### src/rtl/am_ctrl_pkg.sv
`default_nettype none
// ============================================================================
// Module   : am_ctrl_pkg
// Purpose  : Shared types and defaults for the AM transmitter output chain
//            (output sequencer and modulator amplitude path).
// Contents : state_t      - 3-bit sequencer state encoding
//            c_gain_w     - default gain width
//            c_ramp_step  - default gain slew per clock
//            c_arm_cycles - default watchdog arm time before RF is allowed
//            c_safe_state - state used when an illegal encoding is seen
// Revision : 1.0 - initial release
// ============================================================================
package am_ctrl_pkg;

    typedef enum logic [2:0] {
        ST_IDLE      = 3'd0,
        ST_ARM       = 3'd1,
        ST_RAMP_UP   = 3'd2,
        ST_ON        = 3'd3,
        ST_RAMP_DOWN = 3'd4,
        ST_FAULT     = 3'd5
    } state_t;

    localparam int          c_gain_w     = 16;
    localparam logic [15:0] c_ramp_step  = 16'h0100;
    localparam int          c_arm_cycles = 16;

    // Any corrupted state register resolves here: RF muted, fault latched.
    localparam state_t      c_safe_state = ST_FAULT;

endpackage : am_ctrl_pkg
`default_nettype wire

### src/rtl/gain_slew.sv
`default_nettype none
// ============================================================================
// Module   : gain_slew
// Purpose  : Combinational saturating slew: moves cur one step toward goal
//            without overshooting it and without unsigned wrap.
// Ports    : cur  - present gain
//            goal - gain being approached
//            step - maximum change allowed
//            next - cur +/- step, clamped to goal
// Revision : 1.0 - initial release
// ============================================================================
module gain_slew
    import am_ctrl_pkg::*;
#(
    parameter int W = c_gain_w
) (
    input  logic [W-1:0] cur,
    input  logic [W-1:0] goal,
    input  logic [W-1:0] step,
    output logic [W-1:0] next
);

    // One extra bit catches carry-out on the way up and borrow on the way
    // down, so targets near full scale never wrap.
    logic [W:0] w_up;
    logic [W:0] w_dn;

    assign w_up = {1'b0, cur} + {1'b0, step};
    assign w_dn = {1'b0, cur} - {1'b0, step};

    always_comb begin
        next = cur;
        if (cur < goal) begin
            if (w_up >= {1'b0, goal}) begin
                next = goal;
            end else begin
                next = w_up[W-1:0];
            end
        end else if (cur > goal) begin
            if (w_dn[W] || (w_dn[W-1:0] <= goal)) begin
                next = goal;
            end else begin
                next = w_dn[W-1:0];
            end
        end
    end

endmodule : gain_slew
`default_nettype wire

### src/rtl/rf_output_sequencer.sv
`default_nettype none
// ============================================================================
// Module   : rf_output_sequencer
// Purpose  : Sequences the AM transmitter output around the watchdog:
//            arms the watchdog, ramps modulator gain up/down at a bounded
//            slew, and mutes + latches a fault when the watchdog fires.
// Ports    : clk, rst         - clock, synchronous active-high reset
//            host_enable      - level request for RF output
//            host_heartbeat   - host keep-alive pulse
//            target_gain      - requested steady-state gain
//            fault_clear      - pulse acknowledging a latched fault
//            wd_force_reset   - watchdog timeout indication
//            wd_enable        - watchdog enable
//            wd_heartbeat     - watchdog heartbeat (registered host pulse)
//            rf_enable        - modulator output gate
//            rf_gain          - modulator gain
//            fault_latched    - sticky watchdog fault flag
//            state            - current state encoding
// Revision : 1.0 - initial release
// ============================================================================
module rf_output_sequencer
    import am_ctrl_pkg::*;
#(
    parameter int                GAIN_W     = c_gain_w,
    parameter logic [GAIN_W-1:0] RAMP_STEP  = GAIN_W'(c_ramp_step),
    parameter int                ARM_CYCLES = c_arm_cycles,
    parameter int                CNT_W      = 16
) (
    input  logic              clk,
    input  logic              rst,
    input  logic              host_enable,
    input  logic              host_heartbeat,
    input  logic [GAIN_W-1:0] target_gain,
    input  logic              fault_clear,
    input  logic              wd_force_reset,
    output logic              wd_enable,
    output logic              wd_heartbeat,
    output logic              rf_enable,
    output logic [GAIN_W-1:0] rf_gain,
    output logic              fault_latched,
    output logic [2:0]        state
);

    localparam logic [CNT_W-1:0] c_arm_load = CNT_W'(ARM_CYCLES - 1);

    state_t            r_state;
    logic [CNT_W-1:0]  r_arm_cnt;
    logic [GAIN_W-1:0] r_gain;
    logic              r_rf_enable;
    logic              r_wd_enable;
    logic              r_wd_heartbeat;
    logic              r_fault;

    logic [GAIN_W-1:0] w_goal;
    logic [GAIN_W-1:0] w_next_gain;
    logic              w_wd_armed;

    // Ramp-down always heads for zero; every other state follows the host.
    assign w_goal = (r_state == ST_RAMP_DOWN) ? '0 : target_gain;

    // Watchdog timeouts are meaningful only once it has been armed.
    assign w_wd_armed = (r_state != ST_IDLE);

    gain_slew #(
        .W (GAIN_W)
    ) u_gain_slew (
        .cur  (r_gain),
        .goal (w_goal),
        .step (RAMP_STEP),
        .next (w_next_gain)
    );

    always_ff @(posedge clk) begin
        if (rst) begin
            r_state        <= ST_IDLE;
            r_arm_cnt      <= '0;
            r_gain         <= '0;
            r_rf_enable    <= 1'b0;
            r_wd_enable    <= 1'b0;
            r_wd_heartbeat <= 1'b0;
            r_fault        <= 1'b0;
        end else begin
            // Heartbeat follows the host one cycle late, gated by the
            // watchdog enable that will be in effect; branches that change
            // wd_enable override this with the matching gate.
            r_wd_heartbeat <= host_heartbeat & r_wd_enable;

            if (w_wd_armed && wd_force_reset) begin
                r_state        <= ST_FAULT;
                r_gain         <= '0;
                r_rf_enable    <= 1'b0;
                r_wd_enable    <= 1'b0;
                r_wd_heartbeat <= 1'b0;
                r_fault        <= 1'b1;
            end else begin
                case (r_state)
                    ST_IDLE: begin
                        if (host_enable && !r_fault) begin
                            r_state        <= ST_ARM;
                            r_wd_enable    <= 1'b1;
                            r_wd_heartbeat <= host_heartbeat;
                            r_arm_cnt      <= c_arm_load;
                        end
                    end
                    ST_ARM: begin
                        if (!host_enable) begin
                            r_state <= ST_RAMP_DOWN;
                        end else if (r_arm_cnt == '0) begin
                            r_state     <= ST_RAMP_UP;
                            r_rf_enable <= 1'b1;
                        end else begin
                            r_arm_cnt <= r_arm_cnt - CNT_W'(1);
                        end
                    end
                    ST_RAMP_UP: begin
                        if (!host_enable) begin
                            r_state <= ST_RAMP_DOWN;
                        end else begin
                            r_gain <= w_next_gain;
                            if (r_gain == target_gain) begin
                                r_state <= ST_ON;
                            end
                        end
                    end
                    ST_ON: begin
                        if (!host_enable) begin
                            r_state <= ST_RAMP_DOWN;
                        end else begin
                            r_gain <= w_next_gain;
                        end
                    end
                    ST_RAMP_DOWN: begin
                        // host_enable is deliberately ignored here; re-entry
                        // must pass through IDLE and a fresh ARM period.
                        if (r_gain == '0) begin
                            r_state        <= ST_IDLE;
                            r_rf_enable    <= 1'b0;
                            r_wd_enable    <= 1'b0;
                            r_wd_heartbeat <= 1'b0;
                        end else begin
                            r_gain <= w_next_gain;
                        end
                    end
                    ST_FAULT: begin
                        // Clearing requires the host to have dropped its
                        // request, so RF cannot restart on the same cycle.
                        if (fault_clear && !host_enable) begin
                            r_state <= ST_IDLE;
                            r_fault <= 1'b0;
                        end
                    end
                    default: begin
                        r_state        <= c_safe_state;
                        r_gain         <= '0;
                        r_rf_enable    <= 1'b0;
                        r_wd_enable    <= 1'b0;
                        r_wd_heartbeat <= 1'b0;
                        r_fault        <= 1'b1;
                    end
                endcase
            end
        end
    end

    assign state         = r_state;
    assign rf_gain       = r_gain;
    assign rf_enable     = r_rf_enable;
    assign wd_enable     = r_wd_enable;
    assign wd_heartbeat  = r_wd_heartbeat;
    assign fault_latched = r_fault;

endmodule : rf_output_sequencer
`default_nettype wire

### config.mk
export PLATFORM = sky130hd
export DESIGN_NAME = rf_output_sequencer
export DESIGN_NICKNAME = d
export VERILOG_FILES = /design/src/rtl/am_ctrl_pkg.sv /design/src/rtl/gain_slew.sv /design/src/rtl/rf_output_sequencer.sv
export SDC_FILE = /design/constraint.sdc
export NUM_CORES = 1
export LEC_CHECK = 0
export CAP_MARGIN = 20
export CORE_MARGIN = 2
export CORE_UTILIZATION = 45
export DETAILED_ROUTE_END_ITERATION = 16
export PLACE_DENSITY_LB_ADDON = 0.1
export SYNTH_ARGS = -nofsm -noshare
export SYNTH_HDL_FRONTEND = slang
export SYNTH_HIERARCHICAL = 1
export SYNTH_SLANG_ARGS = --single-unit
### constraint.sdc
create_clock -name clk -period 9.4 [get_ports clk]
set_input_delay 0.94 -clock clk [delete_from_list [all_inputs] [get_ports clk]]
set_output_delay 0.94 -clock clk [all_outputs]
set_load 0.05 [all_outputs]
; ---- Word-level counts from Yosys, hierarchy flattened
; Cells that the tools add are included.
[classes]
add_sub_neg = 3
order_cmp = 4
eq_ne = 24
n_mux = 34
bitwise = 5
n_reduce_logical = 24
[ops]
columns = op, n
row1 = $mux W16, 10
row2 = $pmux W16 S3, 1
row3 = $logic_not A16 Y1, 2
row4 = $pmux W16 S2, 1
row5 = $mux W3, 9
row6 = $pmux W3 S6, 1
row7 = $add A16 B9 Y17 const B, 1
row8 = $ge A17 B16 Y1, 1
row9 = $sub A16 B9 Y17 const B, 1
row10 = $eq A16 B16 Y1, 1
row11 = $gt A16 B16 Y1, 1
row12 = $le A16 B16 Y1, 1
row13 = $lt A16 B16 Y1, 1
row14 = $sub A16 B1 Y16 const B, 1
row15 = $ne A3 B3 Y1 const B, 5
row16 = $ne A2 B2 Y1 const B, 7
row17 = $reduce_and A6 Y1, 2
row18 = $pmux W1 S3, 3
row19 = $mux W1, 8
row20 = $ne A4 B4 Y1 const B, 2
row21 = $reduce_or A4 Y1, 2
row22 = $eq A3 B2 Y1 const B, 2
row23 = $eq A3 B3 Y1 const B, 2
row24 = $ne A2 B1 Y1 const B, 3
row25 = 18 further kinds, 26
[word_totals]
regBits = 39
input_bits = 22
output_inout_bits = 23
elab_cells = 102

; ---- Longest topological paths before layout
; Gate-level depths: netlist of the first run.
[depth]
depth_word = 9
ltp_mapped = 23
depth_no_buf = 22

; ---- By module
; Netlist of the first run, hierarchy kept.
[modules_own_cells]
columns = module, instances, cells_each, area_per_inst_um2, seq_area_each_um2
row1 = gain_slew, 1, 450, 3415.8, 0.0
row2 = rf_output_sequencer, 1, 285, 2243.4, 780.7

; ---- Worst setup path after synthesis of the first run
; OpenSTA, ideal clock, no wires.
[synth_timing]
path_type = flip-flop to flip-flop
start = reg r_gain[5], in the netlist rf_gain[5]
end = reg r_gain[14], in the netlist rf_gain[14]
setup_time_ps = 74
t_arrival_ps = 4273
required_time_ps = 9326
path_slack_ps = 5053
stages_incl_launch_ff = 21
n_path_buf = 2
synth_period_minus_slack_ps = 4347
cell_sequence = dfxtp_1 -> ha_1 -> buf_2 -> o21a_1 -> o21a_1 -> o211ai_2 -> a32oi_1 -> a41o_1 -> or2_2 -> ha_1 -> nand4_1 -> nand3b_1 -> a21o_1 -> o211ai_1 -> o211ai_4 -> buf_6 -> nor3b_1 -> o21ai_0 -> o2111ai_1 -> nand2_1 -> o21ai_0
[synth_between]
elab_chain_len = 8
elab_cells_between_ends = 17
classes_between = add/sub: 2 / order compare: 4 / eq/ne: 1 / mux: 7 / reduce/logical: 3
[synth_lines]
columns = item, line_no
row1 = "start, declared", rf_output_sequencer.sv:48  ; logic [GAIN_W-1:0] r_gain;
row2 = "start signal, assigned", rf_output_sequencer.sv:119  ; r_gain <= w_next_gain;
row3 = "start signal, assigned", rf_output_sequencer.sv:129  ; r_gain <= w_next_gain;
row4 = "start signal, assigned", rf_output_sequencer.sv:141  ; r_gain <= w_next_gain;
row5 = $sub A16 B9 Y17, gain_slew.sv:29  ; assign w_dn = {1'b0, cur} - {1'b0, step};
row6 = $le A16 B16 Y1, gain_slew.sv:40  ; if (w_dn[W] || (w_dn[W-1:0] <= goal)) begin
row7 = $logic_or A1 B1 Y1, gain_slew.sv:40
row8 = $mux W16, gain_slew.sv:40
row9 = $mux W16, gain_slew.sv:39  ; end else if (cur > goal) begin
row10 = $mux W16 (*), gain_slew.sv:33  ; if (cur < goal) begin
row11 = via w_next_gain[14], rf_output_sequencer.sv:55  ; logic [GAIN_W-1:0] w_next_gain;
row12 = $mux W16 (on tied branches), "rf_output_sequencer.sv:135, rf_output_sequencer.sv:116, rf_output_sequencer.sv:126"
row13 = $pmux W16 S3 (*), rf_output_sequencer.sv:96  ; case (r_state)
; The timed path passes the listed nets; every way through them passes the cells marked *. The select of a mux whose other input is x is not followed.
; A chain may end at the register's enable or synchronous reset.

; ---- Worst setup path after layout of the first run
[layout_timing]
start = reg r_gain[3], in the netlist rf_gain[3]
end = reg r_gain[14], in the netlist rf_gain[14]
; The elaborated chain is that of the path after synthesis.

==> results of run 1 <==
==> worst max path at each step <==
| stage | cells after the start | to | from | slack (ns) |
|---|---|---|---|---|
| floorplan | 20 | rf_gain[14] | rf_gain[5] | 5.05 |
| global placement | 19 | rf_gain[14] | rf_gain[3] | 4.63 |
| detailed placement | 19 | rf_gain[14] | rf_gain[1] | 4.56 |
| CTS | 19 | rf_gain[14] | rf_gain[1] | 4.50 |
| global route | 19 | rf_gain[14] | rf_gain[1] | 4.01 |
| finish | 19 | rf_gain[14] | rf_gain[3] | 4.44 |
==> final cells by class <==
type / count / area [µm²] / share of cell area
flip-flops and latches: 39 / 781 / 0.121
well taps: 168 / 210 / 0.0325
clock inverters: 2 / 12.5 / 0.00194
inverters: 54 / 203 / 0.0314
multi-input cells: 643 / 4660 / 0.721
repair buffers: 47 / 470 / 0.0728
clock buffers: 6 / 129 / 0.0199
==> layer usage <==
metal | vias up | share of wire | GRT usage
met1 | 2637 | 0.46 | 0.356
met3 | 23 | 0.060 | 0.0374
met2 | 181 | 0.46 | 0.424
met5 | - | 0 | 0
met4 | 0 | 0.021 | 0.0897
li1 | 2772 | - | -
==> stage by stage <==
step            util  power, W  std cells  area, µm²  hold slack, ns
4_1_cts        0.530  0.000783        958       6450           0.485
5_1_grt        0.531  0.000844        959       6460           0.505
3_3_place_gp   0.519  0.000600        950       6310           0.461
2_1_floorplan      -  0.000514        766       5780           0.449
6_report       0.531  0.000788        959       6460           0.483
3_5_place_dp   0.519  0.000607        950       6310           0.473
==> where the power goes <==
| group | internal, W | leakage, nW | switching, W |
|---|---|---|---|
| Clock | 0.0000981 | 0.0669 | 0.0000738 |
| Sequential | 0.000184 | 0.317 | 0.0000269 |
| Combinational | 0.000171 | 2.33 | 0.000233 |
| Total | 0.000454 | 2.72 | 0.000334 |
==> registers in the layout, indices dropped and copies added (netlist names) <==
register       count
state              3
fault_latched      1
rf_gain           16
rf_enable          1
wd_heartbeat       1
wd_enable          1
r_arm_cnt         16
==> worst register-to-register path, stage by stage, from the launching register on <==
cell and delay [ns]:
dfxtp_1 0.43, ha_1 0.56, o21ai_0 0.20, o21ai_1 0.32
o211ai_2 0.18, a32oi_1 0.37, nor4_1 0.08, a41o_1 0.22
or2_2 0.30, ha_1 0.31, nand4_1 0.12, nand3b_1 0.22
a21o_1 0.18, o211ai_1 0.14, o211ai_4 0.35, nor3b_1 0.43
o21ai_0 0.15, o2111ai_1 0.13, nand2_1 0.07, o21ai_0 0.16
==> kinds of logic after synthesis <==
| logic type | synth area share |
|---|---|
| adder cells (fa/ha/maj) | 0.186 |
| other | 0.00133 |
| buffers and inverters | 0.0604 |
| AO/OA/AOI/OAI | 0.228 |
| AND/OR/NAND/NOR | 0.240 |
| flip-flops | 0.138 |
| XOR/XNOR | 0.0696 |
| multiplexers | 0.0761 |
==> synthesized netlist by cell type (5+ instances only) <==
master / number
xor2_1: 12
o211ai_1: 5
o31ai_1: 9
nor3_1: 12
a21oi_1: 41
nor4_1: 11
xnor2_1: 33
a21o_1: 18
buf_2: 9
or3_1: 10
or4_1: 10
ha_1: 81
nand2_1: 58
nand2b_1: 7
and2_1: 18
inv_1: 51
nor2b_1: 10
nand3_1: 27
o21ai_0: 50
mux2_2: 20
dfxtp_1: 39
a211oi_1: 13
o21a_1: 6
nand4_1: 17
clkbuf_1: 17
nor2_1: 45
mux2i_1: 19
==> flow_summary.json, run 1 <==
{
  "layout_commonest_cell": "ha_1",
  "antenna_left": 0,
  "synth_ff_type": "dfxtp_1",
  "synth_top_area_share": 0.179,
  "die_area_um2": 13500,
  "cts.sinks": 39,
  "crit_chain": "ha_1 > o21ai_0 > o21ai_1 > o211ai_2 > a32oi_1 > nor4_1 > a41o_1 > or2_2 > ha_1 > nand4_1 > nand3b_1 > a21o_1 > o211ai_1 > o211ai_4 > nor3b_1 > o21ai_0 > o2111ai_1 > nand2_1 > o21ai_0",
  "clk_path_buf_depth": 2,
  "grt.overflow.total": 0,
  "most-common-layout-cells": "ha_1 (81), nand2_1 (58), inv_1 (51), o21ai_0 (49), nor2_1 (45)",
  "io_pins": 45,
  "grt_use_total": 0.261,
  "wl_mm": 17.3,
  "num-fill-cells": 1187,
  "syn_to_final_growth_pct": 14.2,
  "cts_root_buffer": "clkbuf_16",
  "synth_edf_count": 0,
  "grt_first_pass_wirelength_mm": 27.6,
  "cts.repair.resized": 0,
  "endpoint_kind": "flop",
  "synth_cells": 735,
  "drtPass1Iterations": 5,
  "start_util": 0.465,
  "cp_max_fo": 17,
  "whs_path_depth": 2,
  "pre_cts_slack_ns": 4.56,
  "slowest_delay_ns": 0.56,
  "port_buffers": 44,
  "synth.area.top_cells": "ha_1 (18%), dfxtp_1 (14%), xnor2_1 (5.1%), o21ai_0 (4.4%), mux2_2 (4.0%)",
  "clk_latency_ns": 0.29,
  "worstPathRequired_ns": 9.62,
  "final.setup_skew_ns": 0.00593,
  "synth_cell_types": 84,
  "async_flop_share": 0,
  "leakage_nw": 2.72,
  "synth_warnings": 6,
  "hp-class": "reg2reg",
  "crit_buf_inv": 0,
  "powerDensity_nw_per_um2": 122,
  "r2r_end": "rf_gain[14]",
  "critical_path_class": "reg2reg",
  "htreeDepth": 2,
  "worstMarginPinSlew_ns": 1.06,
  "place.gp.congestion": 0.976,
  "slew_headroom": 0.292,
  "yosysSeqAreaShare": 0.138,
  "fmax_mhz": 201,
  "layout_min_cycle_time_ns": 4.96,
  "rsz0062_at_grt": "false",
  "routed_via_density": 5.85,
  "core_area_um2": 12200,
  "clkTransAtPathRegs_ns": 0.06,
  "cts_tree": "built",
  "die_w_um": 116,
  "slowest_stage": "ha_1",
  "cts-hold-fix-buffers": 0,
  "vdd_drop_max_mv": 0.0964,
  "n_antenna_cell": 0,
  "hp-start": "r_arm_cnt[15]",
  "slew_violations": 0,
  "avgRoutedWirePerCell_um": 18.0,
  "grt_max_degree": 23,
  "setup_tns_ns": 0,
  "synthesis.area_um2": 5660,
  "die_h_um": 116,
  "crit_family": "compound AO/OA/AOI/OAI gates",
  "drcViolationCount": 0,
  "synth_top_cell_by_area": "ha_1",
  "dp_hpwl_mm": 13.4,
  "start_kind": "flop",
  "status": "finished, final reports clean",
  "finalSetupViolations": 0,
  "synth_seq_cells": 39,
  "r2r_setup_slack_ns": 4.44,
  "avgSynthCellArea_um2": 7.70,
  "drive_above_1_share": 0.0708,
  "hold_viol_final": 0,
  "min_to": "r_arm_cnt[15]",
  "grt_pass1_vias": 5355,
  "critPathMostFrequentCell": "o21ai_0",
  "setup_slack_ns": 4.44,
  "drt_iter0_markers": 340,
  "finalCritPeriodShare": 0.528,
  "drv_cap": 0,
  "antenna_found_initial": 0,
  "cts_setup_buffers": 0,
  "num_rows": 40,
  "rr_worst_depth": 19,
  "numCtsBuffers": 5,
  "fin_nets": 895,
  "arrival_ns": 5.18,
  "num_vias": 5613,
  "reg2reg_from": "rf_gain[3]"
}
No activity file was read; power rests on OpenSTA's default activity.
==> run 2, diff against run 1 <==
- clock period: 9.4 -> 4.2 ns (I/O delays scaled with it)
==> run 2 against run 1 <==
- hold slack improved by 0.0067 ns
- clock skew grew 0.0016 ns
- largest power group unchanged
- critical path depth up 1
- sequential share of layout area decreased by 1.0 points
- die area unchanged
- core utilization up 5.8 points
- clock power increased by 130%
- flip-flop and latch count unchanged
- via count is 5.5% higher
- largest cell class unchanged
- highest routed layer unchanged
==> flow_summary.json, run 2 (synthesized netlist as in run 1, its figures left out) <==
{
  "crit_family": "compound AO/OA/AOI/OAI gates",
  "die_h_um": 116,
  "pre_cts_slack_ns": -0.0321,
  "drv_cap": 0,
  "cp_max_fo": 6,
  "finalCritPeriodShare": 0.987,
  "clk_path_buf_depth": 2,
  "endpoint_kind": "flop",
  "place.gp.congestion": 0.975,
  "arrival_ns": 4.31,
  "grt_use_total": 0.272,
  "hold_viol_final": 0,
  "n_antenna_cell": 0,
  "worstMarginPinSlew_ns": 1.01,
  "leakage_nw": 3.07,
  "layout_min_cycle_time_ns": 4.15,
  "crit_chain": "ha_1 > nor3_1 > o31ai_4 > a211oi_2 > buf_4 > o31ai_4 > a21oi_2 > xnor2_2 > ha_1 > nand4_1 > nand3b_1 > a21o_1 > o211ai_1 > o211ai_4 > buf_8 > mux2i_1 > o21ai_0 > mux2_2 > nand2_1 > o21ai_0",
  "die_area_um2": 13500,
  "critical_path_class": "reg2reg",
  "cts_root_buffer": "clkbuf_16",
  "core_area_um2": 12200,
  "numCtsBuffers": 5,
  "place_inst": 1009,
  "finalSetupViolations": 0,
  "stdcell_count": 1023,
  "cts.sinks": 39,
  "slew_violations": 0,
  "hp-class": "reg2reg",
  "antenna_left": 0,
  "clk_latency_ns": 0.29,
  "drt_iter0_markers": 411,
  "vdd_drop_max_mv": 0.236,
  "grt_max_degree": 21,
  "avgRoutedWirePerCell_um": 18.0,
  "drtPass1Iterations": 5,
  "routed_via_density": 5.79,
  "worstPathRequired_ns": 4.36,
  "start_util": 0.465,
  "slowest_stage": "nor3_1",
  "num_rows": 40,
  "powerDensity_nw_per_um2": 259,
  "drive_above_1_share": 0.180,
  "start_kind": "flop",
  "fin_nets": 959,
  "crit_buf_inv": 2,
  "layout_commonest_cell": "ha_1",
  "status": "finished, final reports clean",
  "setup_slack_ns": 0.0538,
  "wl_mm": 18.4,
  "most-common-layout-cells": "ha_1 (76), buf_4 (62), nand2_1 (56), inv_1 (51)",
  "fmax_mhz": 241,
  "htreeDepth": 2,
  "num_vias": 5919,
  "grt_pass1_vias": 5579,
  "syn_to_final_growth_pct": 26.6,
  "slew_headroom": 0.327,
  "antenna_found_initial": 0,
  "dp_hpwl_mm": 14.1,
  "die_w_um": 116,
  "port_buffers": 44,
  "drcViolationCount": 0,
  "cts_tree": "built",
  "io_pins": 45,
  "clkTransAtPathRegs_ns": 0.07,
  "grt.overflow.total": 0,
  "final.setup_skew_ns": 0.00752,
  "slowest_delay_ns": 0.49,
  "grt_first_pass_wirelength_mm": 28.7
}
[run 2: final timing paths]
| kind | depth (start not counted) | from | slack [ns] | end |
|---|---|---|---|---|
| worst max register to register | 20 | rf_gain[6] | 0.05 | rf_gain[5] |
| worst min-delay path | 1 | rf_enable | 0.49 | rf_enable |
| worst min register to register | 1 | rf_enable | 0.49 | rf_enable |
| worst max-delay path | 20 | rf_gain[6] | 0.05 | rf_gain[5] |
[run 2: cell type report]
cell class | count | area [µm²]
Clock buffer | 5 | 125
Clock inverter | 3 | 23.8
Fill cell | 1149 | 5000
Inverter | 54 | 203
Multi-Input combinational cell | 643 | 4820
Sequential cell | 39 | 791
Tap cell | 168 | 210
Timing Repair Buffer | 111 | 988
[run 2: routing by layer]
metal / up-vias / share of wire / global-route usage / wire [µm]
met1: 2799 / 0.46 / 0.366 / 8470
met4: 0 / 0.024 / 0.0849 / 437
li1: 2908 / - / - / -
met5: - / 0 / 0 / 0
met2: 182 / 0.46 / 0.451 / 8500
met3: 30 / 0.053 / 0.0394 / 979
[run 2: through the flow]
stage | utilization | total power, W | cell area, µm² | setup TNS, ns | hold slack (ns)
2_1_floorplan | - | 0.00115 | 5790 | 0 | 0.449
3_3_place_gp | 0.556 | 0.00139 | 6760 | 0 | 0.462
3_5_place_dp | 0.556 | 0.00141 | 6760 | -0.0392 | 0.480
4_1_cts | 0.570 | 0.00183 | 6930 | 0 | 0.493
5_1_grt | 0.589 | 0.00198 | 7160 | -1.31 | 0.521
6_report | 0.589 | 0.00185 | 7160 | 0 | 0.490
[run 2: where the power goes]
| part | leakage, nW | total [W] | switching, W | internal [W] |
|---|---|---|---|---|
| Clock | 0.0664 | 0.000404 | 0.000181 | 0.000223 |
| Sequential | 0.321 | 0.000453 | 0.0000410 | 0.000412 |
| Combinational | 2.69 | 0.000997 | 0.000555 | 0.000442 |
[run 2: timing repair]
item,4_1_cts,5_1_grt
hold buffers,0,0
pin swaps,0,14
setup endpoints to repair,6,16
cloned,0,1
buffers inserted,0,5
gates resized for setup,4,36
